==> config.mk <==
export PLATFORM = sky130hd
export DESIGN_NAME = bcd_sub_serial
export DESIGN_NICKNAME = d
export VERILOG_FILES = /design/src/rtl/bcd_sub_serial.sv
export SDC_FILE = /design/constraint.sdc
export NUM_CORES = 1
export LEC_CHECK = 0
export ABC_CLOCK_PERIOD_IN_PS = 8300
export CAP_MARGIN = 40
export CORE_MARGIN = 4
export CORE_UTILIZATION = 49
export DETAILED_ROUTE_END_ITERATION = 10
export GPL_TIMING_DRIVEN = 0
export PLACE_DENSITY_LB_ADDON = 0.08
export RECOVER_POWER = 100
export REMOVE_ABC_BUFFERS = 1
export SKIP_LAST_GASP = 1
export SYNTH_ARGS = -nofsm -noshare
export SYNTH_HDL_FRONTEND = slang
export SYNTH_SLANG_ARGS = --single-unit
export TNS_END_PERCENT = 1
==> constraint.sdc <==
create_clock -name clk -period 8.3 [get_ports clk]
set_input_delay 1.245 -clock clk [delete_from_list [all_inputs] [get_ports clk]]
set_output_delay 1.245 -clock clk [all_outputs]
set_load 0.1 [all_outputs]
==> src/rtl/bcd_sub_serial.sv <==
// Digit-serial packed-BCD subtractor: A - B returned as sign + BCD magnitude.
// One BCD digit is processed per clock, least-significant digit first. A
// negative ten's-complement result is turned into its magnitude by a second
// serial pass (0 - result).
//
// Handshake: start is sampled only while the FSM is in IDLE; the operands are
// latched on that edge. busy is high in every state other than IDLE, and done
// pulses for the single FIN cycle in which diff, sign and err are valid.
// Starts seen while busy (including the FIN cycle) are ignored.
module bcd_sub_serial #(
  parameter int DIGITS = 4
) (
  input  logic                  clk,
  input  logic                  rst,
  input  logic                  start,
  input  logic [4*DIGITS-1:0]   a,
  input  logic [4*DIGITS-1:0]   b,
  output logic                  busy,
  output logic                  done,
  output logic [4*DIGITS-1:0]   diff,
  output logic                  sign,
  output logic                  err,
  output logic [2:0]            dbg_state
);

  localparam int W  = 4 * DIGITS;
  localparam int CW = (DIGITS > 1) ? $clog2(DIGITS) : 1;
  localparam logic [CW-1:0] LAST_DIGIT = CW'(DIGITS - 1);

  typedef enum logic [2:0] {
    S_IDLE = 3'd0,
    S_CHK  = 3'd1,
    S_SUB  = 3'd2,
    S_NEG  = 3'd3,
    S_FIN  = 3'd4
  } state_t;

  state_t          state_q, state_d;
  logic [W-1:0]    a_q, a_d;
  logic [W-1:0]    b_q, b_d;
  logic [W-1:0]    diff_q, diff_d;
  logic            sign_q, sign_d;
  logic            err_q, err_d;
  logic            busy_q, busy_d;
  logic            done_q, done_d;
  logic            borrow_q, borrow_d;
  logic [CW-1:0]   cnt_q, cnt_d;

  logic [3:0]      op_x;
  logic [3:0]      op_y;
  logic [4:0]      step;

  // Select digit idx of a packed BCD word.
  function automatic logic [3:0] get_digit(input logic [W-1:0] v,
                                           input logic [CW-1:0] idx);
    logic [3:0] r;
    r = 4'd0;
    for (int i = 0; i < DIGITS; i++) begin
      if (idx == CW'(i)) r = v[4*i +: 4];
    end
    return r;
  endfunction

  // Replace digit idx of a packed BCD word.
  function automatic logic [W-1:0] put_digit(input logic [W-1:0] v,
                                             input logic [CW-1:0] idx,
                                             input logic [3:0] d);
    logic [W-1:0] r;
    r = v;
    for (int i = 0; i < DIGITS; i++) begin
      if (idx == CW'(i)) r[4*i +: 4] = d;
    end
    return r;
  endfunction

  // True when any digit of the word is not a legal BCD digit (> 9).
  function automatic logic has_bad_digit(input logic [W-1:0] v);
    logic bad;
    bad = 1'b0;
    for (int i = 0; i < DIGITS; i++) begin
      if (v[4*i +: 4] > 4'd9) bad = 1'b1;
    end
    return bad;
  endfunction

  // One decimal digit of x - y - bin. Returns {borrow_out, digit}; the digit
  // is corrected back into 0..9 by adding ten when the raw result goes
  // negative. For legal digits the raw result lies in -10..9, so bit 4 of the
  // 5-bit difference is exactly the borrow.
  function automatic logic [4:0] digit_sub(input logic [3:0] x,
                                           input logic [3:0] y,
                                           input logic       bin);
    logic [4:0] t;
    t = {1'b0, x} - {1'b0, y} - {4'd0, bin};
    if (t[4]) return {1'b1, t[3:0] + 4'd10};
    else      return {1'b0, t[3:0]};
  endfunction

  // Digit-slice operands: SUB computes a_i - b_i, NEG computes 0 - diff_i.
  always_comb begin
    op_x = 4'd0;
    op_y = get_digit(diff_q, cnt_q);
    if (state_q == S_SUB) begin
      op_x = get_digit(a_q, cnt_q);
      op_y = get_digit(b_q, cnt_q);
    end
    step = digit_sub(op_x, op_y, borrow_q);
  end

  // Next-state and datapath update for the sequencer.
  always_comb begin
    state_d  = state_q;
    a_d      = a_q;
    b_d      = b_q;
    diff_d   = diff_q;
    sign_d   = sign_q;
    err_d    = err_q;
    borrow_d = borrow_q;
    cnt_d    = cnt_q;

    case (state_q)
      S_IDLE: begin
        if (start) begin
          a_d      = a;
          b_d      = b;
          diff_d   = '0;
          sign_d   = 1'b0;
          err_d    = 1'b0;
          borrow_d = 1'b0;
          cnt_d    = '0;
          state_d  = S_CHK;
        end
      end

      S_CHK: begin
        if (has_bad_digit(a_q) || has_bad_digit(b_q)) begin
          err_d   = 1'b1;
          state_d = S_FIN;
        end else begin
          borrow_d = 1'b0;
          cnt_d    = '0;
          state_d  = S_SUB;
        end
      end

      S_SUB: begin
        diff_d   = put_digit(diff_q, cnt_q, step[3:0]);
        borrow_d = step[4];
        if (cnt_q == LAST_DIGIT) begin
          cnt_d = '0;
          if (step[4]) begin
            // A < B: the result is a ten's complement, convert it.
            sign_d   = 1'b1;
            borrow_d = 1'b0;
            state_d  = S_NEG;
          end else begin
            state_d = S_FIN;
          end
        end else begin
          cnt_d = cnt_q + 1'b1;
        end
      end

      S_NEG: begin
        diff_d   = put_digit(diff_q, cnt_q, step[3:0]);
        borrow_d = step[4];
        if (cnt_q == LAST_DIGIT) begin
          // The final borrow of 0 - x is always set here and carries no info.
          cnt_d    = '0;
          borrow_d = 1'b0;
          state_d  = S_FIN;
        end else begin
          cnt_d = cnt_q + 1'b1;
        end
      end

      S_FIN: begin
        state_d = S_IDLE;
      end

      default: begin
        state_d = S_IDLE;
      end
    endcase

    busy_d = (state_d != S_IDLE);
    done_d = (state_d == S_FIN);
  end

  // State and datapath registers with synchronous reset.
  always_ff @(posedge clk) begin
    if (rst) begin
      state_q  <= S_IDLE;
      a_q      <= '0;
      b_q      <= '0;
      diff_q   <= '0;
      sign_q   <= 1'b0;
      err_q    <= 1'b0;
      busy_q   <= 1'b0;
      done_q   <= 1'b0;
      borrow_q <= 1'b0;
      cnt_q    <= '0;
    end else begin
      state_q  <= state_d;
      a_q      <= a_d;
      b_q      <= b_d;
      diff_q   <= diff_d;
      sign_q   <= sign_d;
      err_q    <= err_d;
      busy_q   <= busy_d;
      done_q   <= done_d;
      borrow_q <= borrow_d;
      cnt_q    <= cnt_d;
    end
  end

  assign busy      = busy_q;
  assign done      = done_q;
  assign diff      = diff_q;
  assign sign      = sign_q;
  assign err       = err_q;
  assign dbg_state = state_q;

endmodule

[Word-level counts from Yosys, hierarchy flattened]
Cells that the tools add are included.
Operators by class
  reduce and logical (&&, ||, !) cells: 17
  bitwise logic cells: 0
  multipliers: 0
  order comparisons: 8
  div/mod/pow operators: 0
  shift operators: 0
  multiplexer cells: 50
  equality and inequality tests: 16
  $add $sub $neg: 4
Operators by type and width (number)
  4-bit 2-to-1 mux: 18
  4-bit > comparator, second input constant: 8
  16-bit case mux with 2 select lines: 1
  3-bit AND reduction: 6
  1-bit 2-to-1 mux: 16
  16-bit 2-to-1 mux: 1
  3-bit 2-to-1 mux: 5
  3-bit case mux with 4 select lines: 1
  2-bit by 1-bit inequality test with 1-bit output, second input constant: 5
  2-bit inequality test, second input constant: 4
  3-bit by 2-bit == test with 1-bit output, second input constant: 2
  2-bit 2-to-1 mux: 3
  2-bit case mux with 3 select lines: 1
  2-bit nonzero test: 3
  3-bit nonzero test: 2
  5-bit 2-to-1 mux: 1
  4-bit by 4-bit subtractor with 5-bit output: 1
  5-bit by 1-bit subtractor with 5-bit output: 1
  4-bit adder, second input constant: 1
  2-bit == test, second input constant: 2
  1-bit case mux with 2 select lines: 2
  4-bit AND reduction: 1
  3-bit by 1-bit == test with 1-bit output, second input constant: 1
  3-bit == test, second input constant: 1
  other kinds (8): 8
Storage, ports and cells
  logic and storage cells: 108
  ROM bits: 0
  bits in latches: 0
  flip-flop bits (word level): 58
  memories: 0
  input port bits: 35
  output and inout bits: 23
  bits in writable memories: 0

[Longest topological paths before layout]
Gate-level depths: netlist (run 1).
  depth in word-level cells: 14
  mapped depth: 19
  mapped depth without buffers: 17

[Worst setup path before layout (run 1)]
OpenSTA, ideal clock, no wires.
  kind: register -> register
  start: register state_q[1], in the netlist dbg_state[1]
  end: register diff_q[11], in the netlist diff[11]
  buffers on the path: 1
  period minus slack after synthesis: 4.228 ns
  slack: 4.072 ns
  stages on the path, launching flop included: 13
  arrival time: 4.166 ns
  data required time: 8.237 ns
  setup time: 0.063 ns
  cells stage by stage: dfxtp_1 -> nor3b_1 -> buf_2 -> mux4_2 -> fa_1 -> inv_1 -> fa_1 -> ha_1 -> nor4bb_1 -> a21oi_1 -> o211a_1 -> or4_1 -> nand3_1
On the way
  longest elaborated chain between the ends: 8
  elaborated cells on any way between the ends: 16
  classes of those cells: add/sub (3); eq/ne (4); mux (5); reduce/logical (4)
RTL lines
  start: declaration: line 38  | state_t state_q, state_d;
  start signal: assignment: line 204  | state_q <= state_d;
  3-bit by 2-bit == test with 1-bit output: line 103, 121
  4-bit 2-to-1 mux: line 103  | if (state_q == S_SUB) begin
  4-bit by 4-bit subtractor with 5-bit output: line 94  | t = {1'b0, x} - {1'b0, y} - {4'd0, bin};
  5-bit by 1-bit subtractor with 5-bit output: line 94
  4-bit adder: line 95  | if (t[4]) return {1'b1, t[3:0] + 4'd10};
  5-bit 2-to-1 mux: line 95
  4-bit 2-to-1 mux: line 71  | if (idx == CW'(i)) r[4*i +: 4] = d;
  16-bit case mux with 2 select lines: line 121  | case (state_q)
  end signal: assignment: line 207  | diff_q <= diff_d;
  end: declaration: line 41  | logic [W-1:0] diff_q, diff_d;
Parallel ways exist; a longest one is shown, timed or not. The select of a mux whose other input is x is not followed.
A chain may end at the register's enable or synchronous reset.

[Worst setup path after layout (run 1)]
Ends and elaborated chain as after synthesis.

==> run metrics, run 1 <==
status=finished with violations; violated checks=capacitance limit, slew limit; layout cells sized above 1=6.81%; syn avg cell area=around 7.8 um2; worst-path maximum fanout=10; Net count, final=498; peak supply drop=0.000121 V; DRT Pass-1 Iters=5; max incr delay on CP=1.29 ns; pwr dens=185 nW/um2; CP max stage cell=nor3b_1; Max Cap Violations=1; I/O Buffers=57; Worst Path Class, Setup=reg -> reg; Fin Hold WS=about 0.46 ns; # hold bufs at CTS=0; Worst Skew=0.00995 ns; detailed-route DRC error count=0; vias in the first global route=2,835; initial antenna violation count=0; largest net degree at the start of global routing=44; final WL=7810 um; WP data required=8.59 ns; worst hold path class=reg -> reg; Die W=~86 um; wire per inst=around 15 um; GPL Wtd Cong=0.802; DRT iter0 DRCs=162; FMAX=209 MHz; DIE AREA=about 7400 um2; Setup Buffers After CTS=0; post-DP HPWL=5640 um; sum of negative setup slack=0 ns; Tmin final=4.77 ns; TritonCTS clock tree=yes; clock-pin slew on the worst setup and hold paths=0.06 ns; n_diodes=0; CP cell instances=nor3b_1 > mux4_2 > fa_1 > inv_1 > fa_1 > ha_1 > nor4bb_1 > a21oi_1 > o211a_1 > or4_1 > nand3_1; Die H=around 86 um; number of I/O pins=58; max_slew headroom=-7.10%; Seq cells post-synth=58; CP top delay family=simple AND/OR/NAND/NOR gates; root buffer cell=clkbuf_8; cell with the most instances on the worst path=fa_1; number of gates resized after CTS=0; Startpoint Class=flop; drt via density=5.50; Filler cells=549; warnings from Yosys=0; total track usage=a little under a quarter; overall via count from detail_route=2,916; Worst setup EP type=flop; crit path buf inv count=1; total gr overflow=0; Setup Viol. Count Final=0; synth unique cells=40; post-synthesis cell area=2980 um2; first-pass GRT wire length=13,200 um; Slew @ Worst Pin=1.60 ns; row cnt=28; Clock Latency Late Sink=around 0.34 ns; Bufs on Longest Clock Path=2; unrepaired setup endpoints after global routing=no; initial core utilization=50.3%; Antenna Nets Post-Route=0; Slew Limit Fails=11; H-tree depth=3; Area growth syn-to-layout=32.3%; Mapped Cells=380; Final Cycle Share=57.5%; final hold violation count=0; register area share after synthesis=39.0%; static leakage=about 1.4 nW; clock sink count=58; CTS buffer count=9; Data arrival, critical path=5.06 ns; core area=5920 um2
## cell usage in the layout, fill, tap and decap left out, drive strengths merged, types with 5 or more instances in the layout
cell type        n
o21ai           23
clkbuf          32
o21a             5
nand2b           6
dfxtp           58
o31ai            6
nand3b           6
nand2          103
nand4b           7
inv              7
nor3             5
nor2            24
nand3            6
ha               9
a21oi           49
buf              8
clkdlybuf4s50   52
## where the power goes
group	leakage (nW)	internal, mW	switching [mW]	total, mW
clock	0.101	0.151	0.109	0.259
combinational	0.849	0.0638	0.0978	0.162
sequential	0.473	0.295	0.0130	0.308
total	1.42	0.509	0.220	0.729
## kinds of logic after synthesis
family / count (synthesis) / synth area share [%]
adders and majority gates: 11 / 5.13
and+or+nand+nor: 173 / 26.9
buffers and inverters: 31 / 4.08
DFF: 58 / 39.0
muxes: 6 / 3.70
xor gates and xnor gates: 4 / 1.64
AOI/OAI and AO/OA: 97 / 19.6
## layer usage
layer	vias to the layer above	track usage [%]	routed length (um)
met5	-	0	0
li1	1465	-	-
met4	0	10.8	184
met3	16	3.46	477
met1	1350	28.4	3360
met2	85	37.6	3790
## final timing paths
path	startpoint	to	slack, ns	depth (start not counted)
max reg2reg	dbg_state[1]	diff[11]	3.53	11
min	b_q[4]	b_q[4]	0.46	2
max	dbg_state[1]	diff[11]	3.53	11
min reg2reg	b_q[4]	b_q[4]	0.46	2
## synthesized netlist by cell type, drive strengths merged
| master | count | area share, % |
|---|---|---|
| nand4 | 4 | 0.84 |
| xor2 | 1 | 0.29 |
| clkbuf | 20 | 2.5 |
| fa | 2 | 1.3 |
| nor2b | 2 | 0.42 |
| o21ai | 23 | 4.0 |
| a32o | 3 | 1.0 |
| nor4bb | 1 | 0.34 |
| o211a | 1 | 0.34 |
| nand3 | 6 | 1.0 |
| a2bb2oi | 1 | 0.29 |
| buf | 4 | 0.67 |
| o211ai | 1 | 0.25 |
| o32ai | 3 | 0.88 |
| nor3b | 1 | 0.25 |
| a21oi | 49 | 8.2 |
| nand2b | 6 | 1.3 |
| nand3b | 6 | 1.5 |
| nor2 | 24 | 3.0 |
| mux2i | 2 | 0.67 |
| nand4b | 7 | 2.1 |
| xnor2 | 2 | 0.59 |
| and4 | 2 | 0.59 |
| o21a | 5 | 1.3 |
| xnor3 | 1 | 0.76 |
| and4bb | 1 | 0.42 |
| a2111oi | 1 | 0.93 |
| or4 | 4 | 1.0 |
| nand2 | 103 | 13 |
| mux4 | 4 | 3.0 |
| dfxtp | 58 | 39 |
| a31oi | 4 | 0.84 |
| o31ai | 6 | 1.5 |
| and3b | 1 | 0.29 |
| ha | 9 | 3.8 |
| inv | 7 | 0.88 |
| nor3 | 5 | 0.84 |
## registers in the layout (all words and copies together) (netlist names)
register	count
a_q	16
b_q	16
borrow_q	1
busy	1
cnt_q	2
dbg_state	3
diff	16
done	1
err	1
sign	1
## worst reg2reg max path, stage by stage (launching register included)
cell	delay, ns
dfxtp_1	0.48
nor3b_1	1.29
mux4_2	0.66
fa_1	0.41
inv_1	0.11
fa_1	0.45
ha_1	0.24
nor4bb_1	0.26
a21oi_1	0.06
o211a_1	0.19
or4_1	0.48
nand3_1	0.09
## layout make-up
cell class / count / area [um2] / area share [%]
clock buffer: 11 / 151 / 3.84
clock inverter: 3 / 40.0 / 1.02
inverter: 7 / 26.3 / 0.667
multi-input combinational: 291 / 1700 / 43.1
sequential: 58 / 1160 / 29.5
tap: 75 / 93.8 / 2.38
timing repair buffer: 85 / 767 / 19.5
## through the flow
step | instance area (um2) | worst slack [ns] | utilization (%) | power, mW | std cells
3_3_place_gp | 3540 | 3.54 | 59.9 | 0.461 | 488
4_1_cts | 4180 | 4.07 | 70.6 | 0.739 | 530
6_report | 3940 | 3.53 | 66.5 | 0.729 | 530
2_1_floorplan | 2880 | 3.43 | - | 0.411 | 356
5_1_grt | 3940 | 3.20 | 66.5 | 0.764 | 530
3_5_place_dp | 3990 | 4.10 | 67.4 | 0.482 | 516
Note: power is estimated with default switching activity, not from simulation.
==> run 2: changes to the inputs <==
--- a/config.mk
+++ b/config.mk
@@ -5,10 +5,10 @@
 export SDC_FILE = /design/constraint.sdc
 export NUM_CORES = 1
 export LEC_CHECK = 0
-export ABC_CLOCK_PERIOD_IN_PS = 8300
+export ABC_CLOCK_PERIOD_IN_PS = 4000
 export CAP_MARGIN = 40
 export CORE_MARGIN = 4
-export CORE_UTILIZATION = 49
+export CORE_UTILIZATION = 47
 export DETAILED_ROUTE_END_ITERATION = 10
 export GPL_TIMING_DRIVEN = 0
 export PLACE_DENSITY_LB_ADDON = 0.08
==> constraint.sdc (replaced) <==
create_clock -name clk -period 4 [get_ports clk]
set_input_delay 0.6 -clock clk [delete_from_list [all_inputs] [get_ports clk]]
set_output_delay 0.6 -clock clk [all_outputs]
set_load 0.1 [all_outputs]
==> run 2 against run 1 <==
The run now ends clean. Global-route usage shrank 1.0 points. Final area grew 2.0%. Hold slack got worse by 0.0032 ns. Clock power up 93%. Non-clock buffer count rose by 6. Combinational power rose by 120%. Routed wire length grew 2.1%. Clock skew shrank 0.0019 ns. Flip-flop and latch count is the same. Via count is 1.7% higher. Maximum frequency rose by 25%.
==> run metrics, run 2 (synthesis gave the netlist of run 1 again) <==
wire per inst=14.9 um (+0.94%); switch share=30.7% (+0.55 points); WP data required=4.29 ns (-4.30 ns); layout cells sized above 1=9.98% (+3.2 points); total gr overflow=0 (unchanged); commonest non-fill, non-tap cell in the layout=nand2_1; worst hold path class=reg -> reg; end of the worst register-to-register path=diff[11]; DRT Pass-1 Iters=5 (unchanged); Hold Crit Start=a_q[8]; Tmin final=3.82 ns (-0.953 ns); flop2flop setup slack=0.18 ns (-3.35 ns); switching power=458 uW (+110%); Design Power=1.49 mW (+110%); initial antenna violation count=0 (unchanged); vias in the first global route=2,720 (-4.1%); placed cell areas=3980 um2 (-0.38%); GPL Wtd Cong=0.788 (-1.8%); Data arrival, critical path=4.11 ns (-0.95 ns); initial core utilization=49.4% (-0.88 points); n_diodes=0 (unchanged); Antenna Nets Post-Route=0 (unchanged); part of the power in registers=42.8% (+0.5 points); drt via density=5.54 (+0.61%); largest net degree at the start of global routing=43 (-2.3%); Worst Path Class, Setup=reg -> reg; clock share of power=33.4% (-2.2 points); DRT iter0 DRCs=148 (-8.6%); status=finished, final reports clean; sum of negative setup slack=0 ns (unchanged); Bufs on Longest Clock Path=2 (unchanged); # hold bufs at CTS=0 (unchanged); total track usage=21.5% (-1.0 points); Clock Latency Late Sink=0.34 ns (about the same); Slew @ Worst Pin=1.20 ns (-0.404 ns); Filler cells=542 (-1.3%); finished layout cell area=4020 um2 (+2.0%); Fin Hold WS=0.458 ns (-0.00325 ns); worst-path maximum fanout=25 (+15); final hold violation count=0 (unchanged); Int Power=1.04 mW (+100%); Slew Limit Fails=0 (-11); hold path cells=2 (unchanged); I/O Buffers=57 (unchanged); Net count, final=504 (+1.2%); static leakage=1.44 nW (+1.0%); leading cell types in the layout, fill and taps excluded=103 x nand2_1, 57 x dfxtp_1, 52 x clkdlybuf4s50_1; core area=6030 um2 (+1.8%); CTS buffer count=9 (unchanged); pwr dens=372 nW/um2 (+100%); final core occ=66.6% (+0.13 points); clock sink count=58 (unchanged); worst r2r path cells=15 (+4); combinational power share=23.8% (+1.6 points); Setup Viol. Count Final=0 (unchanged); post-DP HPWL=5510 um (-2.3%); root buffer cell=clkbuf_8; Area growth syn-to-layout=34.9%; unrepaired setup endpoints after global routing=no; Die H=87.6 um (+1.9%); DIE AREA=7670 um2 (+3.9%); Die W=87.6 um (+1.9%); clock-pin slew on the worst setup and hold paths=0.07 ns (about the same); max_slew headroom=20.4% (+28 points); H-tree depth=3 (unchanged); row cnt=28 (unchanged); peak supply drop=0.000244 V (+100%); FMAX=262 MHz (+25%); first-pass GRT wire length=12,800 um (-3.1%); detailed-route DRC error count=0 (unchanged); overall via count from detail_route=2,967 (+1.7%); TritonCTS clock tree=yes; Final Cycle Share=95.5% (+38 points); final WL=7970 um (+2.1%); Worst Skew=0.00806 ns (-0.00189 ns); FF-to-FF Start=cnt_q[0]; Startpoint Class=flop; Worst setup EP type=flop; Worst Hold End=a_q[8]; Max Cap Violations=0 (-1); number of I/O pins=58 (unchanged)
run 2: cell types whose count changed in the layout (fill, tap and decap cells not counted), moves of 2 or more:
cell,before,now
buf_4,0,7
inv_1,6,4
inv_2,1,3
ha_4,0,2
clkbuf_8,11,9
ha_1,9,6
run 2: critical path, stage by stage, from the launching register on:
cell and delay, ns:
dfxtp_4 0.37, inv_1 0.09, ha_1 0.24, buf_8 0.17, nand2_1 0.07, o21ai_0 0.09, mux4_2 0.48, fa_2 0.38
inv_2 0.09, fa_1 0.42, ha_2 0.22, nor4bb_2 0.30, a21oi_1 0.10, o211a_4 0.18, or4_1 0.46, nand3_1 0.09
run 2: metrics by stage:
step | setup slack [ns] | instances
after global routing | 0.0274 | 536
after detailed placement | -0.457 | 515
after global placement | -0.759 | 488
after CTS | 0.0116 | 531
after floorplan | -0.868 | 356
final | 0.180 | 536
run 2: worst max path at each step:
stage / start / endpoint / slack (ns) / cells after the start
after global routing: cnt_q[0] / diff[11] / 0.03 / 15
final: cnt_q[0] / diff[11] / 0.18 / 15
after floorplan: dbg_state[1] / diff[11] / -0.87 / 11
after global placement: dbg_state[1] / diff[11] / -0.76 / 11
after detailed placement: cnt_q[1] / diff[11] / -0.46 / 15
after CTS: cnt_q[1] / diff[11] / 0.01 / 15
run 2: final cells by class:
type / count / area [um2] / area share (%)
Timing Repair Buffer: 91 / 805 / 20.0
Multi-Input combinational cell: 291 / 1750 / 43.7
Clock inverter: 4 / 45.0 / 1.12
Tap cell: 75 / 93.8 / 2.34
Clock buffer: 10 / 128 / 3.18
Inverter: 7 / 26.3 / 0.654
Sequential cell: 58 / 1160 / 29.0
run 2: what timing repair did:
| action | in CTS | in global routing |
|---|---|---|
| setup buffers | 2 | 5 |
| endpoints found under the setup margin | 11 | 4 |
| gates resized for setup | 6 | 8 |
| pin swaps | 1 | 4 |
run 2: power groups by stage:
stage | Clock [mW] | Sequential, mW | Combinational (mW)
after detailed placement | 0 | 0.651 | 0.345
after floorplan | 0 | 0.685 | 0.169
after CTS | 0.506 | 0.640 | 0.357
after global placement | 0 | 0.650 | 0.308
final | 0.499 | 0.639 | 0.356
after global routing | 0.530 | 0.644 | 0.388
run 2: per-layer routing:
metal  share of wire [%]  GRT usage (%)  up-vias
li1                    -              -     1481
met1                  43           26.9     1364
met2                  48           34.7      106
met3                 6.9           5.93       16
met4                 2.0           9.76        0
met5                   0              0        -
==> patch 1, RTL diff (config.mk and constraints of run 1) <==
Change the parameter `DIGITS` from 4 to 8.
--- a/src/rtl/bcd_sub_serial.sv
+++ b/src/rtl/bcd_sub_serial.sv
@@ -8,7 +8,7 @@
 // pulses for the single FIN cycle in which diff, sign and err are valid.
 // Starts seen while busy (including the FIN cycle) are ignored.
 module bcd_sub_serial #(
-  parameter int DIGITS = 4
+  parameter int DIGITS = 8
 ) (
   input  logic                  clk,
   input  logic                  rst,
Ports: changed (resized a, b and diff); port bits go from 58 to 106. No check against the original RTL was run, so the function may have changed too.
==> patch 1 against run 1 <==
  * The flow still finishes with violations (capacitance limit, slew limit)
  * Die area up 77%
  * Synthesized area is 87% higher
  * Sequential cell count increased by 49
  * Power up 93%
  * Routed wire length up 120%
  * Setup slack got worse by 930 ps
  * Via count grew 98%
  * Design area increased by 80%
  * Highest routed layer unchanged
==> patch 1: results <==
metrics = {
    "synth": {
        "synthAdderAreaFrac_pct": 3.20,
        "synth_mux_area_share_pct": 1.10,
        "seq_area_frac_synth_pct": 38.6,
        "synth-compound-area-share_pct": 24.0,
        "yosys-top-cells-count": "nand2_1 (189), a21oi_1 (111), dfxtp_1 (107), nor2_1 (44), o21ai_0 (30)",
        "ys_top_cells_by_area": "dfxtp_1 (39%), nand2_1 (13%), a21oi_1 (10%), nand3b_1 (3.1%), nor2_1 (3.0%)",
        "synth_xor_area_share_pct": 0.608,
    },
    "setup_path": {
        "critPathTopFamily": "adder cells",
        "slowest_stage": "dfxtp_1",
    },
    "power_and_ir_drop": {
        "p_leak_nw": 2.55,
    },
    "timing": {
        "relSlewSlack_pct": -32.5,
        "drv_slew": 50,
    },
    "grt": {
        "gr-usage-all-layers_pct": 26.8,
        "grt_pass1_wl_mm": 28.1,
        "grt_max_degree": 72,
    },
    "layout": {
        "drive_gt1_share_pct": 3.83,
        "final_nets": 937,
    },
    "placement": {
        "pre_cts_slack_ps": 2960,
        "hpwl_mm": 12.6,
        "placed_cell_area_mm2": 0.00726,
        "numPortBuffers": 105,
    },
    "detailed_routing": {
        "drt_iter0_drc": 435,
    },
    "run_status": {
        "status": "finished, violations left",
        "violations": "capacitance limit, slew limit",
    },
    "hold_path": {
        "min-delay-start": "b_q[16]",
    },
    "job": {
        "maxCapViolCount": 1,
    },
}
[patch 1: cells by family (layout without fill, tap and decap cells)]
logic type / count (synthesis) / in the layout
flops: 107 / 107
simple gates: 335 / 335
fa+ha+maj: 13 / 13
mux: 6 / 6
buf+inv: 63 / 178
compound gates: 220 / 220
xor+xnor: 3 / 3
[patch 1: stage by stage]
| step | std cells | power [mW] |
|---|---|---|
| 2_1_floorplan | 695 | 0.861 |
| 3_3_place_gp | 940 | 0.995 |
| 3_5_place_dp | 986 | 1.04 |
| 4_1_cts | 1002 | 1.43 |
| 5_1_grt | 1002 | 1.47 |
| 6_report | 1002 | 1.41 |
[patch 1: worst paths after layout]
check,endpoint,slack [ps],depth (start not counted)
hold / removal,b_q[16],460,2
hold reg to reg,b_q[16],460,2
setup reg to reg,diff[10],2600,15
setup / recovery,diff[10],2600,15
[patch 1: area by class of cell]
| cell class | instances | area [um^2] |
|---|---|---|
| sequential | 107 | 2140 |
| timing repair buffer | 151 | 1350 |
| clock buffer | 12 | 246 |
| tap | 140 | 175 |
| inverter | 11 | 41.3 |
| clock inverter | 4 | 26.3 |
| multi-input combinational | 577 | 3120 |
| fill | 979 | 3890 |
[patch 1: power breakdown]
group / switching, mW / internal (mW) / total, mW / leakage, nW
clock: 0.189 / 0.212 / 0.401 / 0.133
sequential: 0.0345 / 0.552 / 0.586 / 0.873
combinational: 0.277 / 0.143 / 0.420 / 1.54
total: 0.501 / 0.906 / 1.41 / 2.55
[patch 1: layer usage]
layer	global-route usage, %	up-vias	wire, um
met3	4.39	38	988
li1	-	2832	-
met2	47.3	187	8710
met1	32.3	2724	7160
met5	0	-	0
met4	10.5	0	499
[patch 1: worst register-to-register path, stage by stage (launching register included)]
cell and delay [ps]:
dfxtp_1 900, inv_1 310, ha_1 610, nor2_1 530
o211ai_1 170, a31oi_1 200, a2111oi_0 100, or4_1 440
ha_1 290, inv_1 40, ha_1 360, a21oi_1 100
xnor2_1 590, mux2_1 600, a22oi_1 270, nor2_1 60
==> patch 2, RTL diff (config.mk and constraints of run 1) <==
Without the edit above. Reset style: asynchronous (`rst`), changed in one clocked block. Comments in the files are not updated.
--- a/src/rtl/bcd_sub_serial.sv
+++ b/src/rtl/bcd_sub_serial.sv
@@ -188,7 +188,7 @@
   end
 
   // State and datapath registers with synchronous reset.
-  always_ff @(posedge clk) begin
+  always_ff @(posedge clk or posedge rst) begin
     if (rst) begin
       state_q  <= S_IDLE;
       a_q      <= '0;
Behaviour: differs if rst is asserted again (counterexample within 4 cycles, from zero or initial values and one cycle with rst high); with rst held inactive, the same outputs for 10 cycles.
==> patch 2 against run 1 <==
  * The run still ends with capacitance limit, slew limit left
  * Setup slack better by 380 ps
  * Synthesized cell count is 25% lower
  * First-iteration DRC count is 6.8% lower
  * Routed wire length is 4.2% lower
  * Sequential cell count stayed put
  * Sequential share of layout area is 6.7 points higher
  * Synthesized area is 1.6% higher
  * Design area is 1.8% higher
  * Critical endpoint is now diff[3]
  * Largest cell class is now flip-flops and latches
Power is not compared: it rests on default switching activity, and its combinational part moved more than twofold at a synthesized area within 25%.
==> patch 2: results <==
metrics = {
    "grt": {
        "gr-usage-all-layers_pct": 22.1,
        "grt_max_degree": 39,
        "met2_usage_pct": 35.4,
        "grt_util_met1_pct": 28.3,
        "grt_use_met3_pct": 4.28,
        "grt_pass1_wl_mm": 12.4,
    },
    "detailed_routing": {
        "drt_iter0_drc": 151,
        "met1_length_mm": 3.15,
        "num_vias": 2472,
        "dr_wl_met3_um": 356,
        "routed_wirelength_mm": 7.48,
        "wl_met2_mm": 3.70,
        "firstDrtPassIters": 4,
        "wl_per_cell_um": 16.8,
    },
    "setup_path": {
        "reg2reg_depth": 15,
        "cp_max_fo": 24,
        "max_stage_delay_ps": 750,
        "startpoint": "cnt_q[1]",
        "slowest_stage": "ha_1",
        "critPathTopFamily": "adder cells",
        "crit_arrival_ps": 4590,
        "r2r_slack_ps": 3900,
    },
    "clock_tree": {
        "cts_max_level": 3,
    },
    "placement": {
        "hpwl_mm": 5.37,
        "placed_cell_area_mm2": 0.00404,
        "dp.cells": 428,
        "gp_congestion": 0.809,
    },
    "hold_path": {
        "min-delay-start": "b_q[0]",
        "hold_path_end": "b_q[0]",
    },
    "synth": {
        "ys.flop_type": "dfrtp_1",
        "postSynth.asyncResetShare_pct": 100,
        "yosys-top-cells-count": "dfrtp_1 (58), mux2_1 (36), nand2_1 (34), inv_1 (24), a21oi_1 (17)",
        "avgSynthCellArea_um2": 10.6,
        "seq_area_frac_synth_pct": 48.0,
        "ys_top_cells_by_area": "dfrtp_1 (48%), mux2_1 (13%), nand2_1 (4.2%), ha_1 (3.7%), inv_1 (3.0%)",
        "synthDistinctLibCells": 38,
    },
    "timing": {
        "worst_hold_slack_ps": 491,
        "clock_skew_ps": 13.8,
        "drv_slew": 39,
    },
    "run_status": {
        "violations": "capacitance limit, slew limit",
        "status": "finished, violations left",
    },
    "layout": {
        "fillers": 502,
        "final_nets": 410,
        "drive_gt1_share_pct": 6.78,
    },
    "job": {
        "maxCapViolCount": 1,
    },
}
[patch 2: cell count changes after synthesis, moves of 6 or more]
| cell | before | now |
|---|---|---|
| nand2_1 | 103 | 34 |
| a21oi_1 | 49 | 17 |
| nand3_1 | 6 | 0 |
| mux2_1 | 0 | 36 |
| nor2_1 | 24 | 12 |
| clkbuf_1 | 20 | 8 |
| o22ai_1 | 0 | 12 |
| dfrtp_1 | 0 | 58 |
| inv_1 | 6 | 24 |
| nand4b_1 | 7 | 0 |
| dfxtp_1 | 58 | 0 |
[patch 2: power by group through the flow]
| stage | clock [mW] | sequential [mW] | combinational, mW |
|---|---|---|---|
| final | 0.328 | 0.465 | 0.703 |
| after CTS | 0.333 | 0.466 | 0.761 |
| after global routing | 0.347 | 0.480 | 0.768 |
| after floorplan | 0 | 0.566 | 0.399 |
| after detailed placement | 0 | 0.470 | 0.754 |
| after global placement | 0 | 0.464 | 0.663 |
[patch 2: through the flow]
step | worst slack [ps] | util (%)
3_5_place_dp | 3990 | 67.8
6_report | 3900 | 67.3
2_1_floorplan | 4000 | -
5_1_grt | 3590 | 67.3
3_3_place_gp | 3900 | 61.0
4_1_cts | 3950 | 72.0
[patch 2: logic make-up after synthesis]
family / Yosys count / synth area share, %
compound gates: 68 / 13.7
flops: 58 / 48.0
buf+inv: 37 / 4.80
simple gates: 65 / 10.3
mux: 41 / 16.7
xor+xnor: 4 / 1.41
fa+ha+maj: 11 / 5.05
[patch 2: area by class of cell]
class / instances / area (um^2) / area share [%]
Clock inverter: 5 / 100 / 2.50
Multi-Input combinational cell: 189 / 1420 / 35.5
Tap cell: 75 / 93.8 / 2.34
Inverter: 24 / 90.1 / 2.25
Sequential cell: 58 / 1450 / 36.2
Clock buffer: 11 / 151 / 3.78
Timing Repair Buffer: 82 / 698 / 17.4
